--- src/rtl/poly_inverse_search.sv ---
// Purpose : finds the smallest x in 0..2^XW-1 with c0+c1*x+c2*x^2+c3*x^3 == target (mod 2^YW).
// Latency : 4 cycles per candidate (3 Horner steps + 1 compare); done pulses one cycle after the decision.
// Backpr. : start is only sampled in IDLE; start while busy or done is ignored.
// Option  : define POLY_INV_COUNT_EN to scan the full range and report the number of solutions on count.
module poly_inverse_search #(
    parameter int XW = 2,
    parameter int YW = 5
) (
    input  logic          clk,
    input  logic          rst_n,
    input  logic          start,
    input  logic [YW-1:0] c0,
    input  logic [YW-1:0] c1,
    input  logic [YW-1:0] c2,
    input  logic [YW-1:0] c3,
    input  logic [YW-1:0] target,
    output logic          busy,
    output logic          done,
    output logic          found,
`ifdef POLY_INV_COUNT_EN
    output logic [XW:0]   count,
`endif
    output logic [XW-1:0] x_out
);

    typedef enum logic [1:0] {
        S_IDLE = 2'd0,
        S_EVAL = 2'd1,
        S_CMP  = 2'd2,
        S_DONE = 2'd3
    } state_t;

    state_t        state_q, state_d;
    logic [XW-1:0] x_q, x_d;
    logic [YW-1:0] acc_q, acc_d;
    logic [1:0]    step_q, step_d;
    logic [YW-1:0] c0_q, c0_d, c1_q, c1_d, c2_q, c2_d, c3_q, c3_d;
    logic [YW-1:0] tgt_q, tgt_d;
    logic          found_q, found_d;
    logic [XW-1:0] x_out_q, x_out_d;
`ifdef POLY_INV_COUNT_EN
    logic [XW:0]   count_q, count_d;
`endif

    // Shared multiplier and Horner coefficient select; product truncated before the add.
    logic [YW-1:0]   x_ext;
    logic [2*YW-1:0] prod_full;
    logic [YW-1:0]   coef_sel;
    logic            match;
    logic            x_last;

    always_comb begin
        x_ext     = YW'(x_q);
        prod_full = acc_q * x_ext;
        case (step_q)
            2'd0:    coef_sel = c2_q;
            2'd1:    coef_sel = c1_q;
            default: coef_sel = c0_q;
        endcase
        match  = (acc_q == tgt_q);
        x_last = (x_q == {XW{1'b1}});
    end

    // Next-state logic: load on start, iterate Horner steps, decide at compare.
    always_comb begin
        state_d = state_q;
        x_d     = x_q;
        acc_d   = acc_q;
        step_d  = step_q;
        c0_d    = c0_q;
        c1_d    = c1_q;
        c2_d    = c2_q;
        c3_d    = c3_q;
        tgt_d   = tgt_q;
        found_d = found_q;
        x_out_d = x_out_q;
`ifdef POLY_INV_COUNT_EN
        count_d = count_q;
`endif
        case (state_q)
            S_IDLE: begin
                if (start) begin
                    c0_d    = c0;
                    c1_d    = c1;
                    c2_d    = c2;
                    c3_d    = c3;
                    tgt_d   = target;
                    x_d     = '0;
                    acc_d   = c3;
                    step_d  = 2'd0;
`ifdef POLY_INV_COUNT_EN
                    count_d = '0;
`endif
                    state_d = S_EVAL;
                end
            end
            S_EVAL: begin
                acc_d = prod_full[YW-1:0] + coef_sel;
                if (step_q == 2'd2) begin
                    state_d = S_CMP;
                end else begin
                    step_d = step_q + 2'd1;
                end
            end
            S_CMP: begin
`ifdef POLY_INV_COUNT_EN
                // Full scan: the first match of the run (count still zero) owns x_out.
                if (match) begin
                    count_d = count_q + (XW+1)'(1);
                    if (count_q == '0) begin
                        found_d = 1'b1;
                        x_out_d = x_q;
                    end
                end
                if (x_last) begin
                    if (!match && count_q == '0) begin
                        found_d = 1'b0;
                        x_out_d = '0;
                    end
                    state_d = S_DONE;
                end else begin
                    x_d     = x_q + XW'(1);
                    acc_d   = c3_q;
                    step_d  = 2'd0;
                    state_d = S_EVAL;
                end
`else
                // Early exit on the first match; x stops at its maximum, never wraps.
                if (match) begin
                    found_d = 1'b1;
                    x_out_d = x_q;
                    state_d = S_DONE;
                end else if (x_last) begin
                    found_d = 1'b0;
                    x_out_d = '0;
                    state_d = S_DONE;
                end else begin
                    x_d     = x_q + XW'(1);
                    acc_d   = c3_q;
                    step_d  = 2'd0;
                    state_d = S_EVAL;
                end
`endif
            end
            default: begin
                state_d = S_IDLE;
            end
        endcase
    end

    // State and datapath registers; async reset aborts any search in flight.
    always_ff @(posedge clk or negedge rst_n) begin
        if (!rst_n) begin
            state_q <= S_IDLE;
            x_q     <= '0;
            acc_q   <= '0;
            step_q  <= '0;
            c0_q    <= '0;
            c1_q    <= '0;
            c2_q    <= '0;
            c3_q    <= '0;
            tgt_q   <= '0;
            found_q <= 1'b0;
            x_out_q <= '0;
`ifdef POLY_INV_COUNT_EN
            count_q <= '0;
`endif
        end else begin
            state_q <= state_d;
            x_q     <= x_d;
            acc_q   <= acc_d;
            step_q  <= step_d;
            c0_q    <= c0_d;
            c1_q    <= c1_d;
            c2_q    <= c2_d;
            c3_q    <= c3_d;
            tgt_q   <= tgt_d;
            found_q <= found_d;
            x_out_q <= x_out_d;
`ifdef POLY_INV_COUNT_EN
            count_q <= count_d;
`endif
        end
    end

    // Status outputs decoded from state.
    always_comb begin
        busy  = (state_q == S_EVAL) || (state_q == S_CMP);
        done  = (state_q == S_DONE);
        found = found_q;
        x_out = x_out_q;
`ifdef POLY_INV_COUNT_EN
        count = count_q;
`endif
    end

endmodule

--- config.mk ---
export PLATFORM = sky130hd
export DESIGN_NAME = poly_inverse_search
export DESIGN_NICKNAME = d
export VERILOG_FILES = /design/src/rtl/poly_inverse_search.sv
export SDC_FILE = /design/constraint.sdc
export NUM_CORES = 1
export LEC_CHECK = 0
export ABC_AREA = 1
export ABC_CLOCK_PERIOD_IN_PS = 2900
export CAP_MARGIN = 5
export CORE_ASPECT_RATIO = 1.25
export CORE_MARGIN = 2
export CORE_UTILIZATION = 40
export CTS_CLUSTER_DIAMETER = 120
export DETAILED_ROUTE_END_ITERATION = 12
export PLACE_DENSITY = 0.61
export SYNTH_ARGS = -nofsm -noshare
export SYNTH_HDL_FRONTEND = slang
export SYNTH_SLANG_ARGS = --single-unit
--- constraint.sdc ---
create_clock -name clk -period 2.9 [get_ports clk]
set_input_delay 0.58 -clock clk [delete_from_list [all_inputs] [get_ports clk]]
set_output_delay 0.58 -clock clk [all_outputs]
set_load 0.02 [all_outputs]
==> metrics, run 1 <==
width of the die=70.8 um; Hold Buf Count CTS=0; Slowest Stage Delay on Critical Path=0.48 ns; die height=87.5 um; GR peak layer=met2; Final #Nets=324; Avg Inst Size Synth=9.22 sq um; biggest area consumer among synthesized cells=dfrtp_1; DRC viols=0; die area=0.00619 sq mm; RSZ-0062 raised after global routing=false; Starting Density=41.3%; Tmin final=2.65 ns; GR Layer Usage met3=3.59%; Critical-path top delay cell=fa_1; CTS Root Cell=clkbuf_8; MaxCap Viol Count=0; Post-DP HPWL=3560 um; DP Worst Slack=0.139 ns; top cell type's share of synthesized area=43.7%; H-tree depth=2; TritonCTS clock tree=yes; Leakage Power=1.30 nW; Area Growth Syn to Fin=22.2%; power per cell area=1080 mW/mm^2; WP buf/inv=3; count of final max-slew check failures=0; Arr. time, crit path=2.86 ns; sequential share of the synthesized area=43.7%; Fin Setup TNS=0 ns; commonest non-fill, non-tap cell in the layout=nand2_1; Total Power=2.94 mW; critical-path cell list=inv_1 -> ha_2 -> a22o_1 -> a21oi_2 -> fa_1 -> inv_1 -> ha_1 -> inv_1 -> fa_1 -> o21ai_0 -> nand2_1 -> o21ai_0 -> nand2_1 -> o21ai_0; most frequent cells in the layout=nand2_1 (66), dfrtp_1 (39), clkdlybuf4s50_1 (31); I/O pin count=33; Worst-Margin Slew=0.883 ns; f_max=0.378 GHz; crit-path leading delay family=adder cells; CP max FO=6; # diodes=0; final setup violating endpoints=0; clock skew=0.00767 ns; total gr overflow=0; first-pass GRT wire length=7730 um; drt via density=4.85; Post-CTS Resized=0; First DRT Iteration DRCs=55; Hold Vio Cnt, Final=0; M1 GR Usage=20.0%; number of global-route vias before repair=1659; Worst setup EP type=flop; vias=1669; Post-CTS Setup Inserts=0; WHS=0.417 ns; top post-synthesis cells by area=dfrtp_1 (44%), nand2_1 (11%), mux2_2 (11%), ha_1 (7.3%), inv_1 (4.7%); Required @ worst endpoint=3.11 ns; cell count after synthesis=242; syn nets=287; max_slew headroom=41.2%; antenna violations before repair=0; Final Wtd Congestion=0.790; Routed Antenna Nets=0; drt first pass iters=4; row count=30; worst setup slack after layout=0.251 ns; maximum vdd ir drop=0.000423 V; type of the most critical hold path=in2async; routing usage on met2=28.0%; Tcrit/Tclk final=91.3%; core area=0.00541 sq mm; largest net degree at the start of global routing=40; mapped cell area=0.00223 sq mm; clk buf depth=2; WL per Instance=13.1 um; outcome=finished clean; CTS buffer count=5; GRT Overall Usage=16.4%; IO buf count=32; Detailed Route WL=4510 um; CP Class=reg2reg; CP Launch Type=flop; Worst-path clk slew=0.07 ns; Cell variety after synth=28; worst skew pair latency=0.29 ns; #FFs+latches synth=39; share of layout cells above drive strength 1=15.7%; clk sinks=39; placed inst area=0.00261 sq mm; Final Instance Area=0.00273 sq mm; synth warn=0
## synth_stat cells
library cell and number:
a21oi_1 13, a22o_1 3, a22oi_1 1, buf_2 2, buf_6 1, dfrtp_1 39
fa_1 4, ha_1 13, inv_1 28, inv_2 1, inv_4 1, mux2_2 22
nand2_1 66, nand2_2 1, nand2_4 2, nand3_1 8, nand3_2 1, nand3b_1 1
nor2_1 13, nor2_2 1, nor2_8 1, nor3_2 1, o21ai_0 13, o21ai_1 1
o22ai_1 1, o31ai_1 1, or2_4 1, xor2_1 2
## cell families (layout without fill, tap and decap cells)
family | after synthesis | after routing | synth area share [%]
and+or+nand+nor | 96 | 96 | 19.2
DFF | 39 | 39 | 43.7
AOI/OAI and AO/OA | 33 | 33 | 8.19
buffers and inverters | 33 | 71 | 6.11
muxes | 22 | 22 | 11.1
adders and majority gates | 17 | 17 | 10.9
xor gates and xnor gates | 2 | 2 | 0.785
## power by group
group	switching (mW)	internal [mW]	total, mW
Combinational	0.834	0.697	1.53
Clock	0.177	0.217	0.394
Sequential	0.204	0.811	1.01
Total	1.22	1.73	2.94
## metal layers
layer / part of all wire [%] / wire [um]
met1: 43 / 1950
met5: 0 / 0
met2: 51 / 2300
met3: 3.4 / 152
met4: 2.3 / 104
## flip-flops by register name (all words and copies together) (netlist names)
register  flops
found         1
tgt_q         5
x_q           2
c3_q          5
c0_q          5
state_q       2
c2_q          5
acc_q         5
step_q        2
x_out         2
c1_q          5
## path summary, 6_finish.rpt
kind,end,cells after the start,startpoint,slack (ns)
min in group clk,found,2,found,0.49
max in group asynchronous,c1_q[0],1,rst_n,1.94
worst max-delay path,acc_q[2],14,step_q[0],0.25
worst min register to register,found,2,found,0.49
worst max register to register,acc_q[2],14,step_q[0],0.25
worst min-delay path,c3_q[3],1,rst_n,0.42
## through the flow
stage          std cells  util, %
2_1_floorplan        242        -
3_3_place_gp         336     48.3
3_5_place_dp         336     48.3
4_1_cts              344     50.2
5_1_grt              344     50.4
6_report             344     50.4
## cell type report
| cell class | instances | area [sq um] |
|---|---|---|
| inverter | 30 | 115 |
| multi-input combinational | 170 | 1130 |
| timing repair buffer | 33 | 323 |
| clock buffer | 8 | 100 |
| sequential | 39 | 976 |
| fill | 542 | 2680 |
| tap | 64 | 80.1 |
## worst reg2reg max path: stages, from the launching register on
cell	delay (ns)
dfrtp_1	0.40
inv_1	0.11
ha_2	0.27
a22o_1	0.16
a21oi_2	0.04
fa_1	0.48
inv_1	0.04
ha_1	0.19
inv_1	0.07
fa_1	0.39
o21ai_0	0.16
nand2_1	0.06
o21ai_0	0.07
nand2_1	0.06
o21ai_0	0.06
Note: power is estimated with default switching activity, not from simulation.
==> inputs of run 2 (changes only) <==
--- a/config.mk
+++ b/config.mk
@@ -6,14 +6,16 @@
 export NUM_CORES = 1
 export LEC_CHECK = 0
 export ABC_AREA = 1
-export ABC_CLOCK_PERIOD_IN_PS = 2900
+export ABC_CLOCK_PERIOD_IN_PS = 3450
 export CAP_MARGIN = 5
+export CELL_PAD_IN_SITES_DETAIL_PLACEMENT = 1
+export CELL_PAD_IN_SITES_GLOBAL_PLACEMENT = 1
 export CORE_ASPECT_RATIO = 1.25
 export CORE_MARGIN = 2
 export CORE_UTILIZATION = 40
 export CTS_CLUSTER_DIAMETER = 120
 export DETAILED_ROUTE_END_ITERATION = 12
-export PLACE_DENSITY = 0.61
+export PLACE_DENSITY = 0.76
 export SYNTH_ARGS = -nofsm -noshare
 export SYNTH_HDL_FRONTEND = slang
 export SYNTH_SLANG_ARGS = --single-unit
==> constraint.sdc (replaced) <==
create_clock -name clk -period 3.45 [get_ports clk]
set_input_delay 0.69 -clock clk [delete_from_list [all_inputs] [get_ports clk]]
set_output_delay 0.69 -clock clk [all_outputs]
set_load 0.02 [all_outputs]
==> metrics, run 2 (synthesis results as in run 1) <==
Arr. time, crit path=3.08 ns (was 2.86 ns); share of layout cells above drive strength 1=14.3% (was 15.7%); final setup violating endpoints=0 (unchanged); CP Launch Point=step_q[0] (unchanged); IO buf count=32 (unchanged); reg2reg start=step_q[0] (unchanged); total gr overflow=0 (unchanged); worst setup slack after layout=0.579 ns (was 0.251 ns); Routed Antenna Nets=0 (unchanged); f_max=0.348 GHz (was 0.378 GHz); DRC viols=0 (unchanged); row count=30 (unchanged); Total Power=2.50 mW (was 2.94 mW); Worst-path clk slew=0.08 ns (was 0.07 ns); clk sinks=39 (unchanged); Hold Buf Count CTS=0 (unchanged); Fin Setup TNS=0 ns (unchanged); max_slew headroom=40.9% (was 41.2%); switching part of the total power=42.5% (was 41.3%); sequential power share=34.2% (was 34.5%); I/O pin count=33 (unchanged); CTS Root Cell=clkbuf_8 (unchanged); Worst-Margin Slew=0.886 ns (was 0.883 ns); drt first pass iters=4 (unchanged); largest net degree at the start of global routing=40 (unchanged); worst skew pair latency=0.29 ns (about the same); First DRT Iteration DRCs=34 (was 55); Worst setup EP type=flop (unchanged); width of the die=70.8 um (unchanged); CP Launch Type=flop (unchanged); MaxCap Viol Count=0 (unchanged); Required @ worst endpoint=3.66 ns (was 3.11 ns); clk buf depth=2 (unchanged); H-tree depth=2 (unchanged); die height=87.5 um (unchanged); commonest non-fill, non-tap cell in the layout=nand2_1 (unchanged); Starting Density=41.3% (unchanged); Final #Nets=323 (was 324); maximum vdd ir drop=0.000335 V (was 0.000423 V); Area Growth Syn to Fin=21.3% (was 22.2%); CTS buffer count=5 (unchanged); clock skew=0.00971 ns (was 0.00767 ns); Post-CTS Setup Inserts=0 (unchanged); CP Class=reg2reg (unchanged); vias=1747 (was 1669); GRT Overall Usage=18.9% (was 16.4%); drt via density=5.09 (was 4.85); outcome=finished clean (unchanged); Post-DP HPWL=4030 um (was 3560 um); power per cell area=925 mW/mm^2 (was 1080 mW/mm^2); Detailed Route WL=5130 um (was 4510 um); core area=0.00541 sq mm (unchanged); Tcrit/Tclk final=83.2% (was 91.3%); Post-CTS Resized=0 (unchanged); CP max FO=6 (unchanged); count of final max-slew check failures=0 (unchanged); RSZ-0062 raised after global routing=false (unchanged); Final Wtd Congestion=0.783 (was 0.790); combinational share of power=52.2% (was 52.1%); DP Worst Slack=0.591 ns (was 0.139 ns); TritonCTS clock tree=yes (unchanged); number of global-route vias before repair=1878 (was 1659); Hold Crit Start=x_out[0]; Tmin final=2.87 ns (was 2.65 ns); first-pass GRT wire length=9000 um (was 7730 um); WL per Instance=14.9 um (was 13.1 um); Leakage Power=1.30 nW (about the same); # diodes=0 (unchanged); Hold Vio Cnt, Final=0 (unchanged); most frequent cells in the layout=nand2_1 (66), dfrtp_1 (39), clkdlybuf4s50_1 (31) (unchanged); switching pwr=1.06 mW (was 1.22 mW); clock power share=13.6% (was 13.4%); type of the most critical hold path=reg2reg (was in2async); antenna violations before repair=0 (unchanged); die area=0.00619 sq mm (unchanged); internal power=1.44 mW (was 1.73 mW)
## run 2: cell types whose count changed in the layout (fill, tap and decap cells not counted), sizes merged
| cell | delta |
|---|---|
| buf | -1 |
## run 2: worst paths after layout
path	endpoint	slack, ns	cells after the start
min in group asynchronous	found	0.52	1
setup / recovery	acc_q[2]	0.58	14
setup reg to reg	acc_q[2]	0.58	14
max in group asynchronous	c2_q[4]	2.37	1
hold reg to reg	x_out[0]	0.49	2
hold / removal	x_out[0]	0.49	2
## run 2: final cells by class
cell class	count	area, sq um
Multi-Input combinational cell	170	1120
Inverter	30	115
Sequential cell	39	976
Timing Repair Buffer	32	315
Clock buffer	8	100
Fill cell	639	2700
Tap cell	64	80.1
## run 2: critical path, stage by stage (launching register included)
cell and delay, ns:
dfrtp_1 0.38, inv_1 0.08, ha_1 0.28, nor2_2 0.21
a21oi_1 0.12, fa_1 0.48, inv_1 0.04, ha_1 0.20
inv_1 0.07, fa_1 0.41, o21ai_0 0.20, nand2_1 0.07
o21ai_0 0.09, nand2_1 0.08, o21ai_0 0.09
## run 2: through the flow
stage	utilization (%)	instance area [sq um]	cells	hold WS, ns
after global placement	48.2	2610	335	0.467
after CTS	50.0	2710	343	0.500
after floorplan	-	2230	242	0.394
after global routing	50.0	2710	343	0.525
final	50.0	2710	343	0.491
after detailed placement	48.2	2610	335	0.478
## run 2: routing by layer
metal	GRT usage, %	vias up	routed length [um]
met5	0	-	0
met4	6.69	0	90
met3	3.94	8	136
met2	34.0	30	2780
met1	22.1	855	2120
li1	-	854	-
## run 2: power groups by stage
stage | combinational (mW) | sequential (mW) | clock (mW)
2_1_floorplan | 0.986 | 0.811 | 0
3_3_place_gp | 1.27 | 0.857 | 0
3_5_place_dp | 1.31 | 0.870 | 0
4_1_cts | 1.33 | 0.859 | 0.349
5_1_grt | 1.51 | 0.884 | 0.372
6_report | 1.31 | 0.855 | 0.340
==> inputs of run 3 (changes only) <==
--- a/config.mk
+++ b/config.mk
@@ -6,16 +6,16 @@
 export NUM_CORES = 1
 export LEC_CHECK = 0
 export ABC_AREA = 1
-export ABC_CLOCK_PERIOD_IN_PS = 3450
+export ABC_CLOCK_PERIOD_IN_PS = 2370
 export CAP_MARGIN = 5
 export CELL_PAD_IN_SITES_DETAIL_PLACEMENT = 1
 export CELL_PAD_IN_SITES_GLOBAL_PLACEMENT = 1
 export CORE_ASPECT_RATIO = 1.25
 export CORE_MARGIN = 2
-export CORE_UTILIZATION = 40
+export CORE_UTILIZATION = 37
 export CTS_CLUSTER_DIAMETER = 120
 export DETAILED_ROUTE_END_ITERATION = 12
-export PLACE_DENSITY = 0.76
+export PLACE_DENSITY = 0.74
 export SYNTH_ARGS = -nofsm -noshare
 export SYNTH_HDL_FRONTEND = slang
 export SYNTH_SLANG_ARGS = --single-unit
==> constraint.sdc (replaced) <==
create_clock -name clk -period 2.37 [get_ports clk]
set_input_delay 0.474 -clock clk [delete_from_list [all_inputs] [get_ports clk]]
set_output_delay 0.474 -clock clk [all_outputs]
set_load 0.02 [all_outputs]
==> metrics, run 3 (synthesis results as in run 1) <==
Area Growth Syn to Fin=27.7% (was 21.3%); clock power share=11.6% (was 13.6%); maximum vdd ir drop=0.000551 V (was 0.000335 V); most frequent cells in the layout=nand2_1 (66), dfrtp_1 (38), clkdlybuf4s50_1 (31) (was nand2_1 (66), dfrtp_1 (39), clkdlybuf4s50_1 (31)); CTS buffer count=5 (unchanged); failing checks=setup timing; RSZ-0062 raised after global routing=true (was false); type of the most critical hold path=in2async (was reg2reg); drt via density=4.95 (was 5.09); CP Launch Type=flop (unchanged); Hold Vio Cnt, Final=0 (unchanged); IO buf count=32 (unchanged); Leakage Power=1.36 nW (was 1.30 nW); Arr. time, crit path=2.77 ns (was 3.08 ns); DP Worst Slack=-0.287 ns (was 0.591 ns); Starting Density=38.3% (was 41.3%); CP Class=reg2reg (unchanged); crit-path leading delay family=adder cells (unchanged); MaxCap Viol Count=0 (unchanged); GRT Overall Usage=17.8% (was 18.9%); number of global-route vias before repair=1938 (was 1878); die area=0.00667 sq mm (was 0.00619 sq mm); Worst-path clk slew=0.08 ns (about the same); WL per Instance=15.1 um (was 14.9 um); worst skew pair latency=0.29 ns (about the same); Tcrit/Tclk final=109% (was 83.2%); Fin Setup TNS=-0.555 ns (was 0 ns); WHS=0.308 ns (was 0.491 ns); Required @ worst endpoint=2.56 ns (was 3.66 ns); Routed Antenna Nets=0 (unchanged); antenna violations before repair=0 (unchanged); core area=0.00582 sq mm (was 0.00541 sq mm); routing usage on met2=29.0% (was 34.0%); sequential power share=32.0% (was 34.2%); row count=31 (was 30); H-tree depth=2 (unchanged); # diodes=0 (unchanged); switching part of the total power=42.6% (was 42.5%); first-pass GRT wire length=9160 um (was 9000 um); WP buf/inv=3 (unchanged); vias=1777 (was 1747); power per cell area=1360 mW/mm^2 (was 925 mW/mm^2); combinational share of power=56.5% (was 52.2%); total gr overflow=0 (unchanged); final setup violating endpoints=3 (was 0); Final Wtd Congestion=0.828 (was 0.783); count of final max-slew check failures=0 (unchanged); clk sinks=39 (unchanged); Worst setup EP type=flop (unchanged); width of the die=73.5 um (was 70.8 um); I/O pin count=33 (unchanged); die height=90.8 um (was 87.5 um); outcome=finished, violations left (was finished clean); CTS Root Cell=clkbuf_8 (unchanged); clk buf depth=2 (unchanged); GR Layer Usage met3=2.90% (was 3.94%); DRC viols=0 (unchanged); Detailed Route WL=5440 um (was 5130 um); internal power=2.23 mW (was 1.44 mW); Sequential Area=977 sq um (was 976 sq um); Post-DP HPWL=4230 um (was 4030 um); TritonCTS clock tree=yes (unchanged); GR peak layer=met2 (unchanged); clock skew=0.00828 ns (was 0.00971 ns); commonest non-fill, non-tap cell in the layout=nand2_1 (unchanged); critical-path cell list=inv_2 -> ha_4 -> a22o_1 -> a21oi_2 -> fa_1 -> inv_1 -> ha_2 -> inv_2 -> fa_2 -> o21ai_2 -> nand2_1 -> o21ai_2 -> nand2_1 -> o21ai_1 (was inv_1 -> ha_1 -> nor2_2 -> a21oi_1 -> fa_1 -> inv_1 -> ha_1 -> inv_1 -> fa_1 -> o21ai_0 -> nand2_1 -> o21ai_0 -> nand2_1 -> o21ai_0); drt first pass iters=4 (unchanged); f_max=0.386 GHz (was 0.348 GHz); Final Instance Area=0.00285 sq mm (was 0.00271 sq mm); largest net degree at the start of global routing=40 (unchanged); Slowest Stage Delay on Critical Path=0.53 ns (was 0.48 ns); First DRT Iteration DRCs=69 (was 34); Tmin final=2.59 ns (was 2.87 ns); placed inst area=0.00272 sq mm (was 0.00261 sq mm); Worst-Margin Slew=0.900 ns (was 0.886 ns); M1 GR Usage=23.8% (was 22.1%); worst setup slack after layout=-0.218 ns (was 0.579 ns); switching pwr=1.66 mW (was 1.06 mW); share of layout cells above drive strength 1=22.5% (was 14.3%); multi-input logic area=0.00117 sq mm (was 0.00112 sq mm); Final #Nets=337 (was 323); CP max FO=5 (was 6); final-layout fill cell count=692 (was 639); max_slew headroom=40.0% (was 40.9%); Critical-path top delay cell=fa_2 (was fa_1)
run 3: through the flow:
stage | cells | util, % | total power, mW
finish | 359 | 49.0 | 3.89
global route | 359 | 49.0 | 4.27
CTS | 358 | 48.5 | 3.87
detailed placement | 348 | 46.8 | 3.39
global placement | 348 | 46.8 | 3.32
floorplan | 242 | - | 2.67
run 3: layout make-up:
cell class | count | share of cell area [%]
clock buffer | 6 | 2.55
inverter | 30 | 4.04
timing repair buffer | 46 | 14.8
clock inverter | 2 | 0.439
tap | 66 | 2.90
multi-input combinational | 170 | 41.0
sequential | 39 | 34.3
run 3: power by group through the flow:
stage | Clock [mW] | Sequential (mW) | Combinational (mW)
detailed placement | 0 | 1.26 | 2.14
finish | 0.450 | 1.24 | 2.19
floorplan | 0 | 1.19 | 1.48
global placement | 0 | 1.25 | 2.07
global route | 0.489 | 1.29 | 2.49
CTS | 0.461 | 1.24 | 2.17
run 3: worst paths after layout:
kind	to	from	slack [ns]	depth (start not counted)
max	acc_q[2]	step_q[1]	-0.22	14
min in group clk	found	found	0.48	2
min reg2reg	found	found	0.48	2
max reg2reg	acc_q[2]	step_q[1]	-0.22	14
min	x_q[1]	rst_n	0.31	1
max in group asynchronous	step_q[0]	rst_n	1.45	1
run 3: per-layer routing:
layer	up-vias	wire (um)
met5	-	0
met4	0	76
met3	6	75
met2	17	2870
met1	871	2420
li1	883	-
run 3: what timing repair did:
| item | CTS | global route |
|---|---|---|
| setup endpoints to repair | 3 | 3 |
| hold buffers | 0 | 0 |
| pin swaps | 1 | 1 |
| gates resized for setup | 3 | 6 |
| buffers inserted | 2 | 1 |
